## src/rtl/ccd_frame_capture.sv

```systemverilog
// CCD front-end capture: registers the raw pixel stream, gates whole frames under
// start/end control, and tracks pixel coordinates, frame count and geometry errors.
module ccd_frame_capture #(
  parameter int unsigned COLUMN_WIDTH = 800,
  parameter int unsigned FRAME_ROWS   = 480,
  parameter int unsigned DATA_W       = 12
) (
  input  logic              CCD_PIXCLK,
  input  logic              iRst_n,
  input  logic [DATA_W-1:0] iDATA,
  input  logic              iFVAL,
  input  logic              iLVAL,
  input  logic              iStart,
  input  logic              iEnd,
  output logic [DATA_W-1:0] oDATA,
  output logic [15:0]       oX_Cont,
  output logic [15:0]       oY_Cont,
  output logic              oFval,
  output logic              oDVAL,
  output logic [31:0]       oFrame_Cont,
  output logic              oFrameErr,
  output logic              oBusy
);

  localparam logic [15:0] X_LAST   = 16'(COLUMN_WIDTH - 1);
  localparam logic [15:0] Y_EXPECT = 16'(FRAME_ROWS);

  typedef enum logic [1:0] {
    IDLE    = 2'd0,
    ARMED   = 2'd1,
    CAPTURE = 2'd2,
    DRAIN   = 2'd3
  } state_t;

  state_t            state;
  state_t            state_next;

  logic [DATA_W-1:0] r_data;
  logic              r_fval;
  logic              r_lval;
  logic              r_fval_d;
  logic              f_rise;
  logic              f_fall;
  logic              m_fval;
  logic              m_fval_d;
  logic              pix_valid;
  logic              frame_end;
  logic [15:0]       x_cnt;
  logic [15:0]       y_cnt;

  always_ff @(posedge CCD_PIXCLK or negedge iRst_n) begin
    if (!iRst_n) begin
      r_data   <= '0;
      r_fval   <= 1'b0;
      r_lval   <= 1'b0;
      r_fval_d <= 1'b0;
    end else begin
      r_data   <= iDATA;
      r_fval   <= iFVAL;
      r_lval   <= iLVAL;
      r_fval_d <= r_fval;
    end
  end

  assign f_rise = r_fval & ~r_fval_d;
  assign f_fall = ~r_fval & r_fval_d;

  always_ff @(posedge CCD_PIXCLK or negedge iRst_n) begin
    if (!iRst_n) state <= IDLE;
    else         state <= state_next;
  end

  // A frame already under way when armed never sees f_rise, so it is skipped whole;
  // on the rising edge itself the gate opens combinationally so pixel 0 is kept.
  always_comb begin
    state_next = state;
    m_fval     = 1'b0;
    unique case (state)
      IDLE: begin
        if (iStart && !iEnd) state_next = ARMED;
      end
      ARMED: begin
        m_fval = r_fval & f_rise;
        if (f_rise)    state_next = CAPTURE;
        else if (iEnd) state_next = IDLE;
      end
      CAPTURE: begin
        m_fval = r_fval;
        if (iEnd && f_fall) state_next = IDLE;
        else if (iEnd)      state_next = DRAIN;
      end
      DRAIN: begin
        m_fval = r_fval;
        if (f_fall) state_next = IDLE;
      end
      default: state_next = IDLE;
    endcase
  end

  assign pix_valid = m_fval & r_lval;
  assign frame_end = m_fval_d & ~m_fval;
  assign oBusy     = (state != IDLE);

  // Counters run continuously across lines of a frame; over-long lines wrap X early.
  always_ff @(posedge CCD_PIXCLK or negedge iRst_n) begin
    if (!iRst_n) begin
      x_cnt <= '0;
      y_cnt <= '0;
    end else if (!m_fval) begin
      x_cnt <= '0;
      y_cnt <= '0;
    end else if (r_lval) begin
      if (x_cnt == X_LAST) begin
        x_cnt <= '0;
        y_cnt <= y_cnt + 16'd1;
      end else begin
        x_cnt <= x_cnt + 16'd1;
      end
    end
  end

  always_ff @(posedge CCD_PIXCLK or negedge iRst_n) begin
    if (!iRst_n) begin
      oDATA       <= '0;
      oX_Cont     <= '0;
      oY_Cont     <= '0;
      oFval       <= 1'b0;
      oDVAL       <= 1'b0;
      oFrame_Cont <= '0;
      oFrameErr   <= 1'b0;
      m_fval_d    <= 1'b0;
    end else begin
      oFval    <= m_fval;
      oDVAL    <= pix_valid;
      m_fval_d <= m_fval;
      if (pix_valid) begin
        oDATA   <= r_data;
        oX_Cont <= x_cnt;
        oY_Cont <= y_cnt;
      end
      if (frame_end) oFrame_Cont <= oFrame_Cont + 32'd1;
      oFrameErr <= frame_end & ((y_cnt != Y_EXPECT) | (x_cnt != '0));
    end
  end

endmodule

```

## config.mk

```make
export PLATFORM = sky130hd
export DESIGN_NAME = ccd_frame_capture
export DESIGN_NICKNAME = d
export VERILOG_FILES = /design/src/rtl/ccd_frame_capture.sv
export SDC_FILE = /design/constraint.sdc
export NUM_CORES = 1
export LEC_CHECK = 0
export BUFFER_PORTS_ARGS = -buffer_cell sky130_fd_sc_hd__buf_2
export CAP_MARGIN = 10
export CELL_PAD_IN_SITES_DETAIL_PLACEMENT = 2
export CELL_PAD_IN_SITES_GLOBAL_PLACEMENT = 2
export CORE_AREA = 4 4 125 127
export CTS_BUF_LIST = sky130_fd_sc_hd__clkbuf_16
export DETAILED_ROUTE_END_ITERATION = 10
export DIE_AREA = 0 0 129 131
export HOLD_SLACK_MARGIN = 0.15
export MAX_ROUTING_LAYER = met4
export PLACE_DENSITY_LB_ADDON = 0.1
export SLEW_MARGIN = 20
export SYNTH_ARGS = -nofsm -noshare
export SYNTH_HDL_FRONTEND = slang
export SYNTH_SLANG_ARGS = --single-unit
```

## constraint.sdc

```tcl
create_clock -name CCD_PIXCLK -period 2.9 [get_ports CCD_PIXCLK]
set_input_delay 0.29 -clock CCD_PIXCLK [delete_from_list [all_inputs] [get_ports CCD_PIXCLK]]
set_output_delay 0.29 -clock CCD_PIXCLK [all_outputs]
set_load 0.03 [all_outputs]
```

==> key figures, run 1 <==
Worst setup path
  • Critical R2R Launch: x_cnt[0]$_DFFE_PN0P_
  • Setup CP Type: flip-flop to flip-flop
  • Setup crit start kind: flip-flop
  • WP depth: 6
  • Reg2reg setup slack: 0.69 ns
  • Worst Setup SP: x_cnt[0]$_DFFE_PN0P_
  • Crit Path Max Fanout: 8
  • Reg2Reg Depth: 6
  • Critical-path cell list: ha_1 -> and3_1 -> nand2_1 -> o21bai_1 -> o21ai_0 -> a21o_1
  • Bufs and invs on worst path: 0
  • CP Capture Type: flip-flop
  • Slowest CP cell: dfrtp_1
  • Worst Path Required: 3.21 ns
  • Worst path max stage delay: 0.45 ns
  • Crit Reg-Reg Endpoint: x_cnt[12]$_DFFE_PN0P_
  • Delay-heaviest family, CP: compound AO/OA/AOI/OAI gates
  • Crit path capture: x_cnt[12]$_DFFE_PN0P_
  • Crit path arrival time: 2.52 ns

Layout
  • Most common cell after layout, fill and taps aside: dfrtp_1
  • Share of cells above drive strength 1: 0.299
  • FILL cells: 1,484
  • # diodes: 0
  • Most frequent cells in the layout: dfrtp_1, buf_2, nand2_1
  • Net count reported at finish: 625
  • Area Overhead vs Synth: 26.9%
  • Finished Core Util: 0.489

Clock network
  • Deepest clock path buffer count: 2
  • Post-CTS Setup Bufs: 0
  • Worst-Skew Late Latency: 0.43 ns
  • Cts repair resizes: 0
  • H-tree depth: 4
  • Total CTS buffers: 17
  • Clock Pin Slew Worst Setup and Hold Paths: 0.06 ns
  • CTS tree: yes
  • Root buffer selected by CTS: clkbuf_16
  • Sink Count: 128
  • Cts hold-fix bufs: 15

Synth
  • Gate Count Post-Synth: 484
  • Syn_area_per_cell: 11.5 um^2
  • Primary FF master, synth: dfrtp_1
  • Dominant cells by area after synthesis: dfrtp_1, mux2_2, xnor2_1
  • Area leader, netlist: dfrtp_1
  • Synth unique cells: 47
  • Synth Register Bits: 128
  • Synthesis Warnings: 0
  • Syn Std Cell Area: 5560 um^2
  • Asr flop ratio synth: 1.00
  • Number of synthesized flops with an enable pin: 0
  • Post-synth top area share: 0.576
  • Register area share after synthesis: 0.576
  • Net Count, Synth: 507

Die
  • Die area: 16,900 um^2
  • IO Count: 98
  • FP Rows: 44
  • Core area: 14,400 um^2
  • Initial Util: 0.385
  • Die Wd: 129 um
  • Die span in y: 131 um

Timing
  • Slew margin rel.: 0.547
  • Setup TNS: 0 ns
  • Clock skew: 0.00888 ns
  • Setup ws final: 0.691 ns
  • Slew @ Worst Pin: 0.680 ns
  • Setup violators final: 0
  • Crit path time final: 2.21 ns
  • Fmax: 453 MHz
  • RSZ-0062 raised after global routing: no
  • Hold_ws: 0.176 ns
  • Final Max Slew Viols: 0
  • Tcrit/Tclk final: 0.762
  • Count of final hold-check violations: 0

Drt
  • Routed via count: 4,121
  • Top layer in use: met4
  • Post-route ant nets: 0
  • DRC Markers: 0
  • WL met3: 477 um
  • Wire length on met1: 6900 um
  • DR vias/cell: 5.16
  • Met2 WL: 8030 um
  • Routed len/inst: 19.6 um
  • DRT Wirelength: 15,600 um
  • Detailed Routing Iterations Pass 1: 4
  • First DRT Iteration DRCs: 199

Place
  • Pre-CTS setup slack: 0.723 ns
  • DP HPWL: 10,100 um
  • PortBufs: 97
  • Gpl congestion: 0.761

Global routing
  • GRT Overall Usage: 0.204
  • Grt total ovfl: 0
  • Vias in the first global route: 4,695
  • Global-route wire length before repair: 25,700 um
  • Largest net degree at the start of global routing: 52
  • Initial antenna violation count: 0

Power and ir drop
  • Worst vdd ir: 479 uV
  • Power Total: 0.00535 W
  • Pleak: 3.53 nW
  • Power per cell area: 758 nW/um^2

Min path
  • Hold WC Path Type: primary input to flip-flop

Flow run
  • Max cap viols: 0

Outcome
  • Status: completed
## layer usage
layer / up-vias / global-route usage
met4: 0 / 0.0704
met2: 79 / 0.341
li1: 1894 / -
met5: - / -
met1: 2127 / 0.248
met3: 21 / 0.0423
## metrics by stage
stage	cell area [um^2]	cells
after floorplan	5560	484
after global placement	6240	752
after detailed placement	6240	752
after CTS	7050	799
after global routing	7050	799
final	7050	799
## flip-flops by register name (all words and copies together) (netlist names)
signal	flops
m_fval_d	1
oFrame_Cont	32
oY_Cont	16
state	2
r_fval	1
r_data	12
x_cnt	16
r_lval	1
y_cnt	16
oX_Cont	16
r_fval_d	1
oDVAL	1
oDATA	12
oFrameErr	1
## worst min path at each step
stage | to | from | depth (start not counted) | slack [ns]
after detailed placement | oFrame_Cont[16]$_DFFE_PN0P_ | iRst_n | 1 | 0.38
after global routing | state[0]$_DFFE_PN0P_ | iEnd | 3 | 0.21
after global placement | oFrame_Cont[11]$_DFFE_PN0P_ | iRst_n | 1 | 0.37
final | state[0]$_DFFE_PN0P_ | iEnd | 3 | 0.18
after floorplan | m_fval_d$_DFF_PN0_ | iRst_n | 0 | -0.006
after CTS | state[0]$_DFFE_PN0P_ | iEnd | 3 | 0.16
## worst reg2reg max path: cells and delay by family (launching register included)
kind	cells	cell delay, ns
adder cells (fa/ha/maj)	1	0.21
flip-flops	1	0.45
AND/OR/NAND/NOR	2	0.69
AO/OA/AOI/OAI	3	0.75
## cell families (layout without fill, tap and decap cells)
group | Yosys count | in the layout | share of synthesized area
and+or+nand+nor | 212 | 212 | 0.210
DFF | 128 | 128 | 0.576
xor gates and xnor gates | 56 | 56 | 0.0882
muxes | 29 | 29 | 0.0587
buffers and inverters | 28 | 159 | 0.0254
AOI/OAI and AO/OA | 26 | 26 | 0.0304
adders and majority gates | 5 | 5 | 0.0113
## area by class of cell
| cell class | count | area (um^2) | area share |
|---|---|---|---|
| clock buffer | 17 | 425 | 0.0603 |
| timing repair buffer | 117 | 701 | 0.0994 |
| sequential | 128 | 3200 | 0.454 |
| inverter | 10 | 37.5 | 0.00532 |
| tap | 184 | 230 | 0.0326 |
| multi-input combinational | 328 | 2210 | 0.314 |
| clock inverter | 15 | 240 | 0.0341 |
## report_power, final
part / switching (W) / internal (W)
Combinational: 0.000578 / 0.000254
Clock: 0.000837 / 0.00161
Sequential: 0.000142 / 0.00193
## cell usage after synthesis (all sizes together), types with 4 or more instances
cell,n
dfrtp,128
nand2,68
nor2,42
xnor2,34
mux2,29
nand3,27
xor2,22
nor3,17
nand4,16
and3,14
buf,14
o21ai,13
inv,10
nor4,10
and4,7
ha,5
clkbuf,4
(Power assumes the default switching activity.)
==> run 2: changes to the inputs <==
--- a/config.mk
+++ b/config.mk
@@ -5,14 +5,15 @@
 export SDC_FILE = /design/constraint.sdc
 export NUM_CORES = 1
 export LEC_CHECK = 0
+export ABC_AREA = 1
 export BUFFER_PORTS_ARGS = -buffer_cell sky130_fd_sc_hd__buf_2
 export CAP_MARGIN = 10
 export CELL_PAD_IN_SITES_DETAIL_PLACEMENT = 2
 export CELL_PAD_IN_SITES_GLOBAL_PLACEMENT = 2
-export CORE_AREA = 4 4 125 127
+export CORE_AREA = 4 4 145 147
 export CTS_BUF_LIST = sky130_fd_sc_hd__clkbuf_16
 export DETAILED_ROUTE_END_ITERATION = 10
-export DIE_AREA = 0 0 129 131
+export DIE_AREA = 0 0 149 151
 export HOLD_SLACK_MARGIN = 0.15
 export MAX_ROUTING_LAYER = met4
 export PLACE_DENSITY_LB_ADDON = 0.1
==> constraint.sdc (replaced) <==
create_clock -name CCD_PIXCLK -period 2.1 [get_ports CCD_PIXCLK]
set_input_delay 0.21 -clock CCD_PIXCLK [delete_from_list [all_inputs] [get_ports CCD_PIXCLK]]
set_output_delay 0.21 -clock CCD_PIXCLK [all_outputs]
set_load 0.03 [all_outputs]
==> key figures, run 2 <==
Synth
  • Synth top cells by count: nand2_1, dfrtp_1, nor2_1, inv_1, nand3_1
  • Asr flop ratio synth: 1.00
  • Most common cell in the netlist: nand2_1
  • Register area share after synthesis: 0.495
  • Synth unique cells: 32
  • Primary FF master, synth: dfrtp_1
  • Synthesis Warnings: 0
  • Synth Register Bits: 128
  • Area leader, netlist: dfrtp_1
  • Syn_area_per_cell: 7.71 um^2
  • Dominant cells by area after synthesis: dfrtp_1, nand2_1, nor2_1
  • Syn Std Cell Area: 6470 um^2
  • Post-synth top area share: 0.495
  • Net Count, Synth: 862
  • Number of synthesized flops with an enable pin: 0
  • Gate Count Post-Synth: 839

Clock network
  • H-tree depth: 4
  • Worst-Skew Late Latency: 0.43 ns
  • Deepest clock path buffer count: 2
  • Root buffer selected by CTS: clkbuf_16
  • Post-CTS Setup Bufs: 0
  • Total CTS buffers: 17
  • Clock Pin Slew Worst Setup and Hold Paths: 0.07 ns
  • Sink Count: 128
  • CTS tree: yes

Worst setup path
  • CP Capture Type: flip-flop
  • Crit Path Max Fanout: 11
  • Bufs and invs on worst path: 0
  • Slowest CP cell: dfrtp_1
  • Worst path max stage delay: 0.47 ns
  • Worst Path Required: 2.46 ns
  • Setup CP Type: flip-flop to flip-flop
  • Critical-path cell list: ha_1 -> nand2_1 -> nor2_4 -> nand4_4 -> nor2_4 -> nand2_1 -> nand2_1
  • Crit path arrival time: 2.27 ns
  • Setup crit start kind: flip-flop
  • WP depth: 7
  • CP dominant cell by count: nand2_1
  • Reg2Reg Depth: 7
  • Delay-heaviest family, CP: simple AND/OR/NAND/NOR gates

Timing
  • RSZ-0062 raised after global routing: no
  • Crit path time final: 1.91 ns
  • Slew @ Worst Pin: 0.550 ns
  • Tcrit/Tclk final: 0.908
  • Fmax: 524 MHz
  • Count of final hold-check violations: 0
  • Setup violators final: 0
  • Clock skew: 0.0114 ns
  • Final Max Slew Viols: 0
  • Slew margin rel.: 0.630
  • Setup TNS: 0 ns

Drt
  • Detailed Routing Iterations Pass 1: 4
  • First DRT Iteration DRCs: 221
  • DRT Wirelength: 21,700 um
  • DR vias/cell: 4.84
  • Post-route ant nets: 0
  • Routed len/inst: 17.4 um
  • Routed via count: 6,039
  • DRC Markers: 0

Place
  • PortBufs: 97
  • DP Cell Count: 1,200
  • DP HPWL: 16,100 um
  • Gpl congestion: 0.916

Layout
  • Most common cell after layout, fill and taps aside: nand2_1
  • # diodes: 0
  • Most frequent cells in the layout: nand2_1, dfrtp_1, nor2_1
  • Area Overhead vs Synth: 24.0%
  • Max FFs per register: 32
  • Top reg by flops: oFrame_Cont
  • Net count reported at finish: 987
  • Share of cells above drive strength 1: 0.182
  • Final Non-Filler Cells: 1,247

Power and ir drop
  • Pleak: 4.02 nW
  • Worst vdd ir: 588 uV
  • Power Total: 0.00727 W
  • Power per cell area: 906 nW/um^2

Global routing
  • Vias in the first global route: 6,852
  • Global-route wire length before repair: 36,200 um
  • Initial antenna violation count: 0
  • GRT Overall Usage: 0.208
  • Largest net degree at the start of global routing: 66
  • Grt total ovfl: 0

Die
  • Die span in y: 151 um
  • Initial Util: 0.325
  • Die Wd: 149 um
  • Die area: 22,500 um^2
  • FP Rows: 52
  • Core area: 19,900 um^2
  • IO Count: 98

Flow run
  • Max cap viols: 0

Outcome
  • Status: completed

Min path
  • Hold WC Path Type: primary input to async pin
-- run 2: worst reg2reg max path: stages, from the launching register on --
cell and delay [ns]:
dfrtp_1 0.47, ha_1 0.31, nand2_1 0.14, nor2_4 0.23
nand4_4 0.23, nor2_4 0.28, nand2_1 0.11, nand2_1 0.07
-- run 2: metrics by stage --
step	setup slack (ns)	area (um^2)	utilization	hold slack, ns
after CTS	0.0547	8010	0.402	0.227
after global placement	0.214	7280	0.365	0.135
final	0.192	8020	0.403	0.232
after floorplan	0.515	6470	-	-0.0856
after detailed placement	0.0883	7280	0.365	0.137
after global routing	0.00933	8020	0.403	0.247
-- run 2: worst paths after layout --
| kind | from | to | slack [ns] |
|---|---|---|---|
| max reg2reg | x_cnt[0]$_DFFE_PN0P_ | y_cnt[13]$_DFFE_PN0P_ | 0.19 |
| min reg2reg | r_fval$_DFF_PN0_ | r_fval_d$_DFF_PN0_ | 0.46 |
| max in group asynchronous | iRst_n | y_cnt[5]$_DFFE_PN0P_ | 1.21 |
| min | iRst_n | state[1]$_DFFE_PN0P_ | 0.23 |
| max | x_cnt[0]$_DFFE_PN0P_ | y_cnt[13]$_DFFE_PN0P_ | 0.19 |
| min in group CCD_PIXCLK | iStart | state[1]$_DFFE_PN0P_ | 0.26 |
-- run 2: repair_timing --
item | in CTS | in global routing
gates resized for setup | 0 | 3
endpoints found under the setup margin | 0 | 14
endpoints found under the hold margin | 142 | 0
hold buffers | 15 | 0
-- run 2: final cells by class --
type / instances / area, um^2
well taps: 270 / 338
multi-input cells: 610 / 2820
clock buffers: 17 / 425
clock inverters: 15 / 158
fillers: 2375 / 11900
inverters: 85 / 322
flip-flops and latches: 128 / 3200
repair buffers: 122 / 751
-- run 2: power breakdown --
part           switching (W)  internal [W]  leakage, nW
clock network        0.00139       0.00160        0.288
registers           0.000181       0.00267         1.73
logic                0.00106      0.000366         2.01
total                0.00263       0.00464         4.02
-- run 2: per-layer routing --
metal,up-vias,share of wire,GRT usage
met1,3059,0.43,0.243
met3,18,0.027,0.0332
met4,0,0.010,0.0476
met2,90,0.54,0.377
li1,2872,-,-
met5,-,0,-
-- run 2: cells by family after synthesis --
kind of cell / Yosys count / share of synthesized area
and+or+nand+nor: 530 / 0.346
DFF: 128 / 0.495
buffers and inverters: 101 / 0.0697
AOI/OAI and AO/OA: 54 / 0.0505
xor gates and xnor gates: 21 / 0.0284
adders and majority gates: 5 / 0.00967
==> run 3: changes to the inputs <==
==> constraint.sdc (replaced) <==
create_clock -name CCD_PIXCLK -period 1.9 [get_ports CCD_PIXCLK]
set_input_delay 0.19 -clock CCD_PIXCLK [delete_from_list [all_inputs] [get_ports CCD_PIXCLK]]
set_output_delay 0.19 -clock CCD_PIXCLK [all_outputs]
set_load 0.03 [all_outputs]
==> key figures, run 3 (synthesized netlist as in run 2, its figures left out) <==
Place
  • Pre-CTS setup slack: 0.0721 ns
  • PortBufs: 97
  • Gpl congestion: 0.862
  • DP Cell Count: 1,211
  • DP HPWL: 16,800 um

Worst setup path
  • Worst Path Required: 2.26 ns
  • Critical R2R Launch: state[0]$_DFFE_PN0P_
  • Reg2Reg Depth: 10
  • Crit path capture: x_cnt[9]$_DFFE_PN0P_
  • Reg2reg setup slack: 0.10 ns
  • CP Capture Type: flip-flop
  • Worst Setup SP: state[0]$_DFFE_PN0P_
  • Setup CP Type: flip-flop to flip-flop
  • Crit Path Max Fanout: 18
  • Setup crit start kind: flip-flop
  • Crit Reg-Reg Endpoint: x_cnt[9]$_DFFE_PN0P_
  • Crit path arrival time: 2.16 ns

Clock network
  • Clock Pin Slew Worst Setup and Hold Paths: 0.06 ns
  • H-tree depth: 4
  • Sink Count: 128
  • Deepest clock path buffer count: 2
  • CTS tree: yes
  • Total CTS buffers: 17
  • Root buffer selected by CTS: clkbuf_16
  • Worst-Skew Late Latency: 0.42 ns

Drt
  • Detailed Routing Iterations Pass 1: 4
  • First DRT Iteration DRCs: 199
  • DR vias/cell: 4.85
  • Post-route ant nets: 0
  • DRT Wirelength: 23,000 um
  • DRC Markers: 0
  • Routed via count: 6,109
  • Routed len/inst: 18.3 um

Timing
  • Slew margin rel.: 0.700
  • Count of final hold-check violations: 0
  • Fmax: 556 MHz
  • Clock skew: 0.00966 ns
  • Setup violators final: 0
  • RSZ-0062 raised after global routing: no
  • Final Max Slew Viols: 0
  • Setup TNS: 0 ns
  • Setup ws final: 0.102 ns
  • Crit path time final: 1.80 ns
  • Slew @ Worst Pin: 0.445 ns
  • Tcrit/Tclk final: 0.946

Layout
  • Register Area: 3200 um^2
  • Area occupied by multi-input gates: 2830 um^2
  • Top reg by flops: oFrame_Cont
  • Net count reported at finish: 999
  • Area Overhead vs Synth: 26.0%
  • Most common cell after layout, fill and taps aside: nand2_1
  • Share of cells above drive strength 1: 0.197
  • # diodes: 0
  • FILL cells: 2,340
  • Most frequent cells in the layout: nand2_1, dfrtp_1, nor2_1
  • Final Non-Filler Cells: 1,259
  • Max FFs per register: 32

Power and ir drop
  • Sequential share of power: 0.387
  • Power per cell area: 1000 nW/um^2
  • Pleak: 4.09 nW
  • Clock power share: 0.410
  • Int Pwr: 0.00527 W
  • Switch Pwr: 0.00288 W
  • Switching part of the total: 0.353
  • Worst vdd ir: 525 uV
  • Comb pwr share: 0.203

Die
  • Die span in y: 151 um
  • FP Rows: 52
  • Die Wd: 149 um
  • Die area: 22,500 um^2
  • IO Count: 98
  • Initial Util: 0.325
  • Core area: 19,900 um^2

Global routing
  • Vias in the first global route: 7,038
  • Initial antenna violation count: 0
  • Largest net degree at the start of global routing: 49
  • Global-route wire length before repair: 37,400 um
  • Grt total ovfl: 0
  • GRT Overall Usage: 0.218

Flow run
  • Max cap viols: 0

Min path
  • Hold WC Path Type: primary input to async pin

Outcome
  • Status: completed
==> run 3: cell count changes in the layout (fill, tap and decap cells not counted), sizes merged <==
cell,before,now
inv,97,95
buf,107,119
clkinv,2,3
bufinv,0,1
==> run 3: routing by layer <==
| layer | routed length [um] | GRT usage | vias up | share of wire |
|---|---|---|---|---|
| met3 | 585 | 0.0302 | 18 | 0.025 |
| met4 | 299 | 0.0563 | 0 | 0.013 |
| met2 | 12500 | 0.405 | 90 | 0.54 |
| met5 | 0 | - | - | 0 |
| li1 | - | - | 2907 | - |
| met1 | 9590 | 0.248 | 3094 | 0.42 |
==> run 3: layout make-up <==
cell class / instances / share of cell area
inverter: 85 / 0.0396
tap: 270 / 0.0415
timing repair buffer: 134 / 0.106
sequential: 128 / 0.393
multi-input combinational: 610 / 0.347
clock inverter: 15 / 0.0201
clock buffer: 17 / 0.0522
==> run 3: how the worst min path moves through the flow <==
stage	end	slack, ns	cells past startpoint	start
after global placement	oX_Cont[14]$_DFFE_PN0P_	0.10	1	iRst_n
after global routing	oX_Cont[14]$_DFFE_PN0P_	0.23	2	iRst_n
after detailed placement	oX_Cont[14]$_DFFE_PN0P_	0.10	1	iRst_n
after floorplan	m_fval_d$_DFF_PN0_	-0.11	0	iRst_n
after CTS	oX_Cont[14]$_DFFE_PN0P_	0.21	2	iRst_n
final	oX_Cont[14]$_DFFE_PN0P_	0.22	2	iRst_n
==> run 3: timing repair <==
action / CTS / global route
pin swaps: 0 / 1
endpoints found under the setup margin: 1 / 44
endpoints found under the hold margin: 142 / 0
gates resized for setup: 1 / 6
buffers inserted: 0 / 1
hold buffers: 15 / 0
==> run 3: power by group through the flow <==
stage	combinational, W	clock, W	sequential, W
final	0.00166	0.00334	0.00315
after global routing	0.00180	0.00357	0.00319
after CTS	0.00168	0.00342	0.00315
after detailed placement	0.00164	0	0.00319
after global placement	0.00156	0	0.00318
after floorplan	0.000673	0	0.00353
==> run 3: metrics by stage <==
step | utilization | hold slack [ns] | instance area [um^2] | total power (W)
6_report | 0.409 | 0.219 | 8150 | 0.00815
5_1_grt | 0.409 | 0.228 | 8150 | 0.00856
4_1_cts | 0.408 | 0.210 | 8120 | 0.00825
3_5_place_dp | 0.371 | 0.104 | 7380 | 0.00483
3_3_place_gp | 0.371 | 0.103 | 7380 | 0.00475
2_1_floorplan | - | -0.106 | 6470 | 0.00420
==> run 3: critical path: stages (launching register included) <==
cell and delay [ns]:
dfrtp_1 0.44, inv_1 0.11, nor2_1 0.18, nand2_2 0.12, nand2_2 0.18, nand2_2 0.11
buf_12 0.17, inv_1 0.15, o21bai_1 0.15, nand2_1 0.07, inv_1 0.06
